[config.mk]
export PLATFORM = sky130hd
export DESIGN_NAME = vga_scan_timing
export DESIGN_NICKNAME = d
export VERILOG_FILES = /design/src/rtl/vga_scan_timing.sv
export SDC_FILE = /design/constraint.sdc
export NUM_CORES = 1
export LEC_CHECK = 0
export ABC_AREA = 1
export CORE_ASPECT_RATIO = 0.8
export CORE_MARGIN = 2
export CORE_UTILIZATION = 55
export CTS_CLUSTER_DIAMETER = 100
export DETAILED_ROUTE_END_ITERATION = 8
export PLACE_DENSITY = 0.85
export SYNTH_ARGS = -nofsm -noshare
export SYNTH_HDL_FRONTEND = slang
export SYNTH_SLANG_ARGS = --single-unit
[constraint.sdc]
create_clock -name VGA_CLOCK -period 5.8 [get_ports VGA_CLOCK]
set_input_delay 1.16 -clock VGA_CLOCK [delete_from_list [all_inputs] [get_ports VGA_CLOCK]]
set_output_delay 1.16 -clock VGA_CLOCK [all_outputs]
set_load 0.02 [all_outputs]
[src/rtl/vga_scan_timing.sv]
// vga_scan_timing: VGA counters, latency-matched blanking/sync delay line and frame strobes.
module vga_scan_timing #(
  parameter int H_VISIBLE     = 800,
  parameter int H_FRONT       = 56,
  parameter int H_SYNC        = 120,
  parameter int H_BACK        = 64,
  parameter int V_VISIBLE     = 600,
  parameter int V_FRONT       = 37,
  parameter int V_SYNC        = 6,
  parameter int V_BACK        = 23,
  parameter bit HSYNC_POL     = 1'b1,
  parameter bit VSYNC_POL     = 1'b1,
  parameter int PIXEL_LATENCY = 1
) (
  input  logic        VGA_CLOCK,
  input  logic        RESET,
  input  logic [2:0]  PIXEL_IN,
  output logic [10:0] PIXEL_H,
  output logic [10:0] PIXEL_V,
  output logic        VGA_R,
  output logic        VGA_G,
  output logic        VGA_B,
  output logic        VGA_HSYNC,
  output logic        VGA_VSYNC,
  output logic        FRAME_START,
  output logic [7:0]  FRAME_COUNT
);
  localparam int H_TOTAL = H_VISIBLE + H_FRONT + H_SYNC + H_BACK;
  localparam int V_TOTAL = V_VISIBLE + V_FRONT + V_SYNC + V_BACK;
  localparam int L = PIXEL_LATENCY;
  logic [10:0] h_cnt_q, h_cnt_d, v_cnt_q, v_cnt_d;
  logic [7:0] frame_count_q, frame_count_d;
  logic [L-1:0][2:0] dly_q, dly_d;
  logic [L:0][2:0] dly_sh;
  logic [2:0] dly_out, rgb_q, rgb_d;
  logic hsync_q, hsync_d, vsync_q, vsync_d;
  logic h_wrap, v_wrap, active, hs, vs;
  always_comb begin
    h_wrap = h_cnt_q == 11'(H_TOTAL - 1);
    v_wrap = v_cnt_q == 11'(V_TOTAL - 1);
    h_cnt_d = h_wrap ? 11'd0 : h_cnt_q + 11'd1;
    v_cnt_d = h_wrap ? (v_wrap ? 11'd0 : v_cnt_q + 11'd1) : v_cnt_q;
    frame_count_d = frame_count_q + {7'd0, h_wrap & v_wrap};
    active = (h_cnt_q < 11'(H_VISIBLE)) && (v_cnt_q < 11'(V_VISIBLE));
    hs = (h_cnt_q >= 11'(H_VISIBLE + H_FRONT)) && (h_cnt_q < 11'(H_VISIBLE + H_FRONT + H_SYNC));
    vs = (v_cnt_q >= 11'(V_VISIBLE + V_FRONT)) && (v_cnt_q < 11'(V_VISIBLE + V_FRONT + V_SYNC));
    // {active, hs, vs} ride the same shift register so colour and sync stay pixel-aligned
    dly_sh = {dly_q, {active, hs, vs}};
    dly_d = dly_sh[L-1:0];
    dly_out = dly_q[L-1];
    rgb_d = dly_out[2] ? PIXEL_IN : 3'd0;
    hsync_d = dly_out[1] ? HSYNC_POL : ~HSYNC_POL;
    vsync_d = dly_out[0] ? VSYNC_POL : ~VSYNC_POL;
  end
  always_ff @(posedge VGA_CLOCK or posedge RESET) begin
    if (RESET) begin
      h_cnt_q <= '0;
      v_cnt_q <= '0;
      frame_count_q <= '0;
      dly_q <= '0;
      rgb_q <= '0;
      hsync_q <= ~HSYNC_POL;
      vsync_q <= ~VSYNC_POL;
    end else begin
      h_cnt_q <= h_cnt_d;
      v_cnt_q <= v_cnt_d;
      frame_count_q <= frame_count_d;
      dly_q <= dly_d;
      rgb_q <= rgb_d;
      hsync_q <= hsync_d;
      vsync_q <= vsync_d;
    end
  end
  assign PIXEL_H = h_cnt_q;
  assign PIXEL_V = v_cnt_q;
  assign {VGA_R, VGA_G, VGA_B} = rgb_q;
  assign VGA_HSYNC = hsync_q;
  assign VGA_VSYNC = vsync_q;
  assign FRAME_START = (h_cnt_q == 11'd0) && (v_cnt_q == 11'd0);
  assign FRAME_COUNT = frame_count_q;
endmodule

* Word-level counts from Yosys, hierarchy flattened
Index checks and enable logic that the tools add are counted.
Operators by class: equal/unequal tests 2, order comparisons 6, multiplexer cells 5, reductions and logical operators 6, bitwise logic cells 1, add/sub/neg operators 3
Operator list (count):
- $lt A11 B10 Y1 const B | 4
- $add A11 B1 Y11 const B | 2
- $ge A11 B10 Y1 const B | 2
- $logic_not A11 Y1 | 2
- $mux W11 | 2
- $eq A11 B10 Y1 const B | 1
- $eq A11 B11 Y1 const B | 1
- $add A8 B1 Y8 | 1
- $logic_and A1 B1 Y1 | 4
- $mux W3 | 1
- $mux W1 | 2
- $and A1 B1 Y1 | 1
Storage, ports and cells: input port bits 5, bits in registers 38, output and inout port bits 36

* Longest topological paths before layout
Gate-level depths: netlist of the first run.
word-level depth 3, mapped depth 11

* Worst setup path after synthesis of the first run
No wires, ideal clock.
kind reg2out, start point register v_cnt_q[0] (netlist: PIXEL_V[0]), end point output port FRAME_START, data required time 4640 ps, setup slack 3288 ps, arrival 1352 ps, cell stages (with the launch flop) 7, path through dfrtp_1 -> inv_1 -> ha_1 -> nand3_1 -> nor2_1 -> nand4_1 -> nor2_1
Between the ends: cells in the longest elaborated chain, start to end 2
Ends and longest elaborated chain:
- start, declared | RTL line 31 | logic [10:0] h_cnt_q, h_cnt_d, v_cnt_q, v_cnt_d;
- start signal, assigned | RTL line 66 | v_cnt_q <= v_cnt_d;
- $logic_not A11 Y1 | RTL line 79 | assign FRAME_START = (h_cnt_q == 11'd0) && (v_cnt_q == 11'd0);
- $logic_and A1 B1 Y1 | RTL line 79
- end, declared | RTL line 25 | output logic FRAME_START,
No other way between the ends.

* Final worst setup path of the first run
Same ends and word-level chain as after synthesis.

==> key figures, run 1 <==
Run
  – Max-capacitance violation count: 0

Place
  – Post-DP HPWL: 3.398 mm
  – PortBufs: 40
  – Placer Congestion: 0.9515

Floorplanning
  – Starting Density: just under 60%
  – DIE WIDTH: roughly 72 um
  – Core outline area: 3495 um^2
  – Die area: 4216 um^2
  – Rows: 19
  – Die extent in y: between 50 and 60 um
  – I/O pin count: 41

Power and ir drop
  – Clock share of power: 45.3%
  – Combinational cell fraction of total power: 2.5%
  – Sequential Power Share: 52.2%
  – Sw Ratio: roughly a fifth
  – Pwr dens: 196.9 nW/um^2
  – Internal power: 0.4084 mW
  – P_leak: 1.265 nW
  – Worst VDD drop: ~150 uV
  – Switching power: 0.1014 mW

Drt
  – Post-Route WL: 4.669 mm
  – Initial drt markers: 133
  – Pre-antenna DRT Iters: 4
  – Antenna Nets Post-Route: 0
  – DRC: 0
  – Drt wl/cell: 14.32 um
  – DR vias/cell: 5.325
  – Via count: roughly 1700

Timing
  – FMAX: 299.4 MHz
  – Final hold violation count: 0
  – Period utilisation layout: 57.59%
  – Clk_skew: a little under 0.006 ns
  – Final setup violation count: 0
  – Slew headroom: 68.79%
  – Setup TNS: 0 ns
  – Final max-slew violation count: 0
  – Unrepaired setup endpoints after global routing: false
  – Hold slack: 0.3524 ns
  – Post-route minimum period: 3.340 ns
  – Worst-margin pin slew: around 0.47 ns

Synth
  – Post-synth EDFFs: 0
  – Avg Synthesized Cell Area: 8.574 um^2
  – Register area share after synthesis: 46.60%
  – Count of different cell masters after synthesis: 25
  – Yosys warns: 0
  – Dominant cells by area after synthesis: dfrtp_1, nand2_1, inv_1
  – Main synth FF type: dfrtp_1
  – Cell count after synthesis: roughly 240
  – Async set or reset register ratio after synthesis: 100.0%
  – Synth cell count leaders: nand2_1, dfrtp_1, inv_1, nor2_1, nand3_1
  – Post-synth top area cell: dfrtp_1
  – Mapped cell area: 2041 um^2
  – Area share of the largest cell type after synthesis: a little under half
  – Most frequent cell after synthesis: nand2_1
  – Syn_nets: 250
  – Flops & latches, synth: 38

Setup path
  – Crit end category: output port
  – WS Path Type: register to output port
  – Crit start category: register
  – Required @ worst endpoint: 4.64 ns
  – Worst r2r path cells: 11
  – CP arrival: 2.18 ns
  – Critical path peak fanout: 8

Worst hold path
  – Hold/Removal Path Class: register to register
  – Hold path depth: 0

Cells and area
  – Area grow syn2layout: 26.85%
  – Fill cells: 281
  – ANT cells: 0
  – NumNets Final: 296
  – Layout cells sized above 1: under 10%

Clock tree
  – CTS-repair resized insts: 0
  – H-tree Lvls: 2
  – Num CTS Buffers: 5
  – Root buf cell: clkbuf_8
  – CTS tree: yes
  – Post-CTS Hold Buffers: 0
  – # Post-CTS Setup Buffers: 0
  – Clk slew on worst S/H paths: 0.08 ns
  – Clock Latency Late Sink: about 0.3 ns
  – Clock Sinks: 38
  – Maximum root-to-sink buffer count: 2

Global routing
  – Global Route Usage Sum: 24.23%
  – Vias in the first global route: 1670
  – Largest net degree at the start of global routing: 39
  – Initial antenna violation count: 0
  – Total gr overflow: 0
  – First-pass GRT wire length: 7.741 mm

Status
  – Status: completed
[layer usage]
| layer | wire, um | track usage [%] |
|---|---|---|
| met2 | 2195 | 39.06 |
| met5 | 0 | 0 |
| met4 | 54 | 9.164 |
| met3 | 385 | 6.164 |
| met1 | 2034 | 31.84 |
[flip-flops by register name (all words and copies together) (netlist names)]
name         count
FRAME_COUNT      8
VGA_VSYNC        1
VGA_HSYNC        1
rgb_q            3
PIXEL_V         11
PIXEL_H         11
dly_out          3
[power by group through the flow]
stage	sequential, mW	combinational, mW	clock [mW]
detailed placement	0.271	0.0130	0
floorplan	0.273	0.00466	0
finish	0.266	0.0126	0.231
CTS	0.266	0.0131	0.233
global placement	0.271	0.0129	0
global route	0.266	0.0144	0.243
[final cells by class]
cell class	count	area (um^2)	area share [%]
Clock buffer	6	82.58	3.190
Tap cell	42	52.55	2.030
Inverter	37	138.9	5.365
Sequential cell	38	950.9	36.73
Timing Repair Buffer	41	407.9	15.76
Multi-Input combinational cell	161	925.9	35.77
Clock inverter	1	30.03	1.160
[placed cells by master, fill, tap and decap left out]
master / instances
nand4_1: 10
bufinv_16: 1
nand3b_1: 1
dfrtp_1: 38
o21ai_1: 2
nor2_1: 27
inv_1: 37
xor2_1: 11
nor2_8: 1
nor2_2: 7
o221ai_1: 1
o21ai_0: 4
nand3_1: 22
clkdlybuf4s50_1: 40
ha_1: 7
nand2_2: 2
o21ai_2: 6
a21oi_1: 7
clkbuf_8: 6
nand2_1: 43
nand3_4: 1
nor4_1: 1
nor3b_2: 1
xnor2_1: 5
nor3_1: 1
nor2_4: 1
buf_4: 1
[cell families (layout without fill, tap and decap cells)]
kind of cell             count (synthesis)  count (layout)  share of synthesized area [%]
AO/OA/AOI/OAI                           20              20                          6.192
XOR/XNOR                                16              16                          6.867
adder cells (fa/ha/maj)                  7               7                          4.292
buffers and inverters                   39              85                          8.032
flip-flops                              38              38                          46.60
AND/OR/NAND/NOR                        118             118                          28.02
[stage by stage]
step	setup WS [ns]	utilization (%)	area (um^2)	cells	total power [mW]
global placement	2.919	70.86	2476	319	0.2841
finish	2.460	74.08	2589	326	0.5097
detailed placement	2.849	70.86	2476	319	0.2843
floorplan	3.288	-	2041	238	0.2774
global route	2.325	74.08	2589	326	0.5235
CTS	2.462	74.08	2589	326	0.5124
[critical path, stage by stage (launching register included)]
cell and delay (ns):
dfrtp_1 0.48, inv_1 0.18, ha_1 0.18, nand3_1 0.08, nor2_1 0.12, nand4_1 0.09
nor2_1 0.13, clkdlybuf4s50_1 0.62
[worst paths after layout]
check	start	to	slack [ns]
max	PIXEL_V[0]	FRAME_START	2.46
min	dly_out[0]	VGA_VSYNC	0.35
max reg2reg	PIXEL_V[1]	FRAME_COUNT[7]	3.47
min reg2reg	dly_out[0]	VGA_VSYNC	0.35
max in group asynchronous	RESET	PIXEL_V[9]	4.19
min in group asynchronous	RESET	FRAME_COUNT[6]	1.28
No activity file was read; power rests on OpenSTA's default activity.
==> inputs of run 2 (changes only) <==
- CORE_UTILIZATION: 55 -> 51
- PLACE_DENSITY: 0.85 -> 0.79
- clock period: 5.8 -> 3.1 ns (I/O delays scaled with it)
==> key figures, run 2 (synthesis results as in run 1) <==
Place
  – Setup WS pre-CTS: 0.7220 ns
  – PortBufs: 40
  – Area after DPL: 2492 um^2
  – Post-DP HPWL: 3.354 mm
  – Placer Congestion: 0.9711

Timing
  – Final hold violation count: 0
  – Slew headroom: 63.51%
  – Post-route minimum period: 2.683 ns
  – Unrepaired setup endpoints after global routing: false
  – Worst-margin pin slew: 0.5468 ns
  – FMAX: 372.8 MHz
  – Setup TNS: 0 ns
  – Final max-slew violation count: 0
  – Clk_skew: 0.003656 ns
  – Period utilisation layout: 86.53%
  – Final WS setup: 0.4175 ns
  – Final setup violation count: 0

Cells and area
  – ANT cells: 0
  – Leading cell types in the layout, fill and taps excluded: nand2_1, clkdlybuf4s50_1, dfrtp_1
  – Most common cell after layout, fill and taps aside: nand2_1
  – NumNets Final: between 200 and 300
  – Finished Cell Area: 2605 um^2
  – Fill cells: 311
  – Post-Route Utilization: roughly two thirds
  – Layout cells sized above 1: 9.507%
  – Area grow syn2layout: 27.65%

Global routing
  – Largest net degree at the start of global routing: 25
  – Global Route Usage Sum: between 20% and 30%
  – First-pass GRT wire length: 7.348 mm
  – Vias in the first global route: 1535
  – Initial antenna violation count: 0
  – Total gr overflow: 0

Floorplanning
  – Starting Density: 53.30%
  – Die area: 4527 um^2
  – DIE WIDTH: around 75 um
  – Rows: 20
  – I/O pin count: 41
  – Die extent in y: 60.58 um
  – Core outline area: 3829 um^2

Clock tree
  – Clock Sinks: 38
  – Clock Latency Late Sink: 0.29 ns
  – Post-CTS Hold Buffers: 0
  – Root buf cell: clkbuf_8
  – H-tree Lvls: 2
  – Maximum root-to-sink buffer count: 2
  – # Post-CTS Setup Buffers: 0
  – Num CTS Buffers: 5
  – CTS-repair resized insts: 0
  – CTS tree: yes
  – Clk slew on worst S/H paths: 0.07 ns

Setup path
  – Slowest stage delay, CP: 0.61 ns
  – Crit start category: register
  – Worst r2r path cells: 11
  – Reg2reg setup slack: 0.86 ns
  – Crit path buf inv count: 2
  – CP arrival: 2.06 ns
  – RR Startpoint: PIXEL_V[1]
  – Crit-path cells: inv_1, ha_1, nand3_1, nor2_1, nand4_1, nor2_1, clkdlybuf4s50_1
  – WS Path Type: register to output port
  – Critical path peak fanout: 8
  – Crit path top cell by count: nor2_1
  – Reg2reg end: FRAME_COUNT[6]
  – Top delay family on crit path: buffers and inverters
  – Crit end category: output port
  – Required @ worst endpoint: 2.48 ns
  – Slowest stage cell, crit path: clkdlybuf4s50_1

Drt
  – Initial drt markers: about 150
  – DRC: 0
  – Top routing layer used: met4
  – Post-Route WL: 4.421 mm
  – Met2 routed WL: approximately 1.9 mm
  – Pre-antenna DRT Iters: 4
  – Antenna Nets Post-Route: 0
  – Drt wl/cell: 13.04 um
  – DR vias/cell: ~5.2
  – DRT met1 WL: roughly 2.1 mm
  – WL met3: about 330 um
  – Via count: 1763

Status
  – Status: completed

Worst hold path
  – Hold path depth: 0
  – Hold Crit Start: dly_out[1]
  – Hold Path Sink: VGA_HSYNC
  – Hold/Removal Path Class: register to register

Run
  – Max-capacitance violation count: 0

Power and ir drop
  – Worst VDD drop: 209.0 uV
  – Pwr dens: 364.1 nW/um^2
  – P_leak: ~1.3 nW
-- run 2: cell counts in the layout (fill, tap and decap cells not counted) --
Identical to the previous run, type by type.
-- run 2: power by group --
part,internal [mW],switching [mW],total (mW)
Sequential,0.497,0.000415,0.498
Combinational,0.00927,0.0142,0.0234
Clock,0.257,0.170,0.427
-- run 2: per-layer routing --
metal | track usage [%] | vias up
met1 | 32.10 | 818
met5 | 0 | -
met2 | 32.87 | 83
met3 | 4.651 | 11
met4 | 6.888 | 0
li1 | - | 851
-- run 2: how the worst max path moves through the flow --
stage                from              to  slack (ns)  depth (start not counted)
6_report       PIXEL_V[0]     FRAME_START        0.42                          7
5_1_grt        PIXEL_V[1]     FRAME_START        0.30                          7
4_1_cts        PIXEL_V[0]     FRAME_START        0.40                          7
3_5_place_dp   PIXEL_V[0]     FRAME_START        0.72                          7
3_3_place_gp   PIXEL_V[0]     FRAME_START        0.73                          7
2_1_floorplan  PIXEL_H[0]  FRAME_COUNT[6]        1.09                         10
-- run 2: stage by stage --
| step | instances | total power, mW | hold WS [ns] |
|---|---|---|---|
| after detailed placement | 332 | 0.5319 | 0.3362 |
| after floorplan | 238 | 0.5190 | 0.3312 |
| final | 339 | 0.9484 | 0.3504 |
| after CTS | 339 | 0.9553 | 0.3524 |
| after global routing | 339 | 0.9822 | 0.3572 |
| after global placement | 332 | 0.5317 | 0.3326 |
-- run 2: layout make-up --
cell class	instances	area (um^2)	area share, %
well taps	55	68.82	2.642
repair buffers	41	407.9	15.66
flip-flops and latches	38	950.9	36.50
multi-input cells	161	925.9	35.54
inverters	37	138.9	5.331
clock buffers	6	82.58	3.170
clock inverters	1	30.03	1.153
==> inputs of run 3 (changes only) <==
- CTS_BUF_LIST: not set -> sky130_fd_sc_hd__clkbuf_16
- GPL_ROUTABILITY_DRIVEN: not set -> 0
==> key figures, run 3 (synthesis results as in run 1) <==
Timing
  – Post-route minimum period: 2.683 ns
  – Worst-margin pin slew: 0.4820 ns
  – Slew headroom: between 60% and 70%
  – Hold slack: 0.3469 ns
  – Final setup violation count: 0
  – Final hold violation count: 0
  – Clk_skew: 0.006859 ns
  – Final max-slew violation count: 0
  – Period utilisation layout: 86.54%
  – FMAX: 372.8 MHz
  – Final WS setup: 0.4174 ns
  – Setup TNS: 0 ns
  – Unrepaired setup endpoints after global routing: false

Floorplanning
  – I/O pin count: 41
  – Die extent in y: ~60 um
  – Starting Density: a little over half
  – Die area: 4527 um^2
  – DIE WIDTH: 74.72 um
  – Rows: 20
  – Core outline area: 3829 um^2

Status
  – Status: completed

Drt
  – DR vias/cell: 5.103
  – Drt wl/cell: 13.06 um
  – Antenna Nets Post-Route: 0
  – Pre-antenna DRT Iters: 4
  – DRC: 0
  – Post-Route WL: 4.441 mm
  – Initial drt markers: 137
  – Via count: around 1700

Global routing
  – Total gr overflow: 0
  – Largest net degree at the start of global routing: 39
  – Initial antenna violation count: 0
  – Global Route Usage Sum: 22.45%
  – First-pass GRT wire length: 7.479 mm
  – Vias in the first global route: approximately 1600

Clock tree
  – Root buf cell: clkbuf_16
  – Clock Latency Late Sink: 0.28 ns
  – CTS tree: yes
  – Maximum root-to-sink buffer count: 2
  – Clk slew on worst S/H paths: 0.06 ns
  – # Post-CTS Setup Buffers: 0
  – Num CTS Buffers: 5
  – H-tree Lvls: 2
  – Clock Sinks: 38
  – CTS-repair resized insts: 0
  – Post-CTS Hold Buffers: 0

Power and ir drop
  – Pwr dens: 384.8 nW/um^2
  – Worst VDD drop: roughly 310 uV
  – Power consumption: 1.013 mW
  – P_leak: roughly 1.3 nW

Setup path
  – Slowest stage cell, crit path: clkdlybuf4s50_1
  – Crit end category: output port
  – Crit-path cells: inv_1, ha_1, nand3_1, nor2_1, nand4_1, nor2_1, clkdlybuf4s50_1
  – CP arrival: 2.06 ns
  – Critical path peak fanout: 8
  – Crit path top cell by count: nor2_1
  – Slowest stage delay, CP: 0.61 ns
  – WS Path Type: register to output port
  – Required @ worst endpoint: 2.48 ns
  – Crit start category: register

Place
  – Dpl cells: 332
  – Area after DPL: 2492 um^2
  – Post-DP HPWL: roughly 3.2 mm
  – PortBufs: 40
  – Setup WS pre-CTS: 0.7055 ns

Cells and area
  – Most common cell after layout, fill and taps aside: nand2_1
  – NumNets Final: roughly 300
  – Fill cells: 317
  – Leading cell types in the layout, fill and taps excluded: nand2_1, clkdlybuf4s50_1, dfrtp_1
  – Fin cells: 340
  – Post-Route Utilization: between 60% and 70%
  – Area grow syn2layout: 29.06%
  – Finished Cell Area: between 2000 and 3000 um^2
  – Layout cells sized above 1: 9.474%
  – ANT cells: 0

Run
  – Max-capacitance violation count: 0

Worst hold path
  – Hold/Removal Path Class: register to register
-- run 3: final cells by class --
type	count	area [um^2]	share of cell area [%]
Sequential cell	38	950.9	36.10
Multi-Input combinational cell	161	925.9	35.15
Timing Repair Buffer	41	407.9	15.49
Inverter	37	138.9	5.273
Clock buffer	5	125.1	4.751
Tap cell	55	68.82	2.613
Clock inverter	3	16.27	0.6176
-- run 3: critical path, delay by kind of cell (launching register included) --
family / cells / cell delay (ns)
DFF: 1 / 0.46
adders and majority gates: 1 / 0.17
buffers and inverters: 2 / 0.77
and+or+nand+nor: 4 / 0.38
-- run 3: where the power goes --
group / switching [mW] / internal [mW]
Sequential: 0.000400 / 0.498
Combinational: 0.0144 / 0.00932
Clock: 0.198 / 0.293
-- run 3: path summary, 6_finish.rpt --
check / startpoint / endpoint / slack, ns / depth (start not counted)
min in group asynchronous: RESET / FRAME_COUNT[5] / 0.74 / 3
hold / removal: dly_out[0] / VGA_VSYNC / 0.35 / 0
setup reg to reg: PIXEL_V[1] / FRAME_COUNT[6] / 0.85 / 11
hold reg to reg: dly_out[0] / VGA_VSYNC / 0.35 / 0
max in group asynchronous: RESET / PIXEL_V[3] / 2.01 / 3
setup / recovery: PIXEL_V[0] / FRAME_START / 0.42 / 7
-- run 3: routing by layer --
| layer | GRT usage (%) | part of all wire, % |
|---|---|---|
| met1 | 31.38 | 48 |
| met2 | 32.87 | 43 |
| met3 | 7.641 | 7.6 |
| met4 | 7.908 | 1.3 |
| met5 | 0 | 0 |
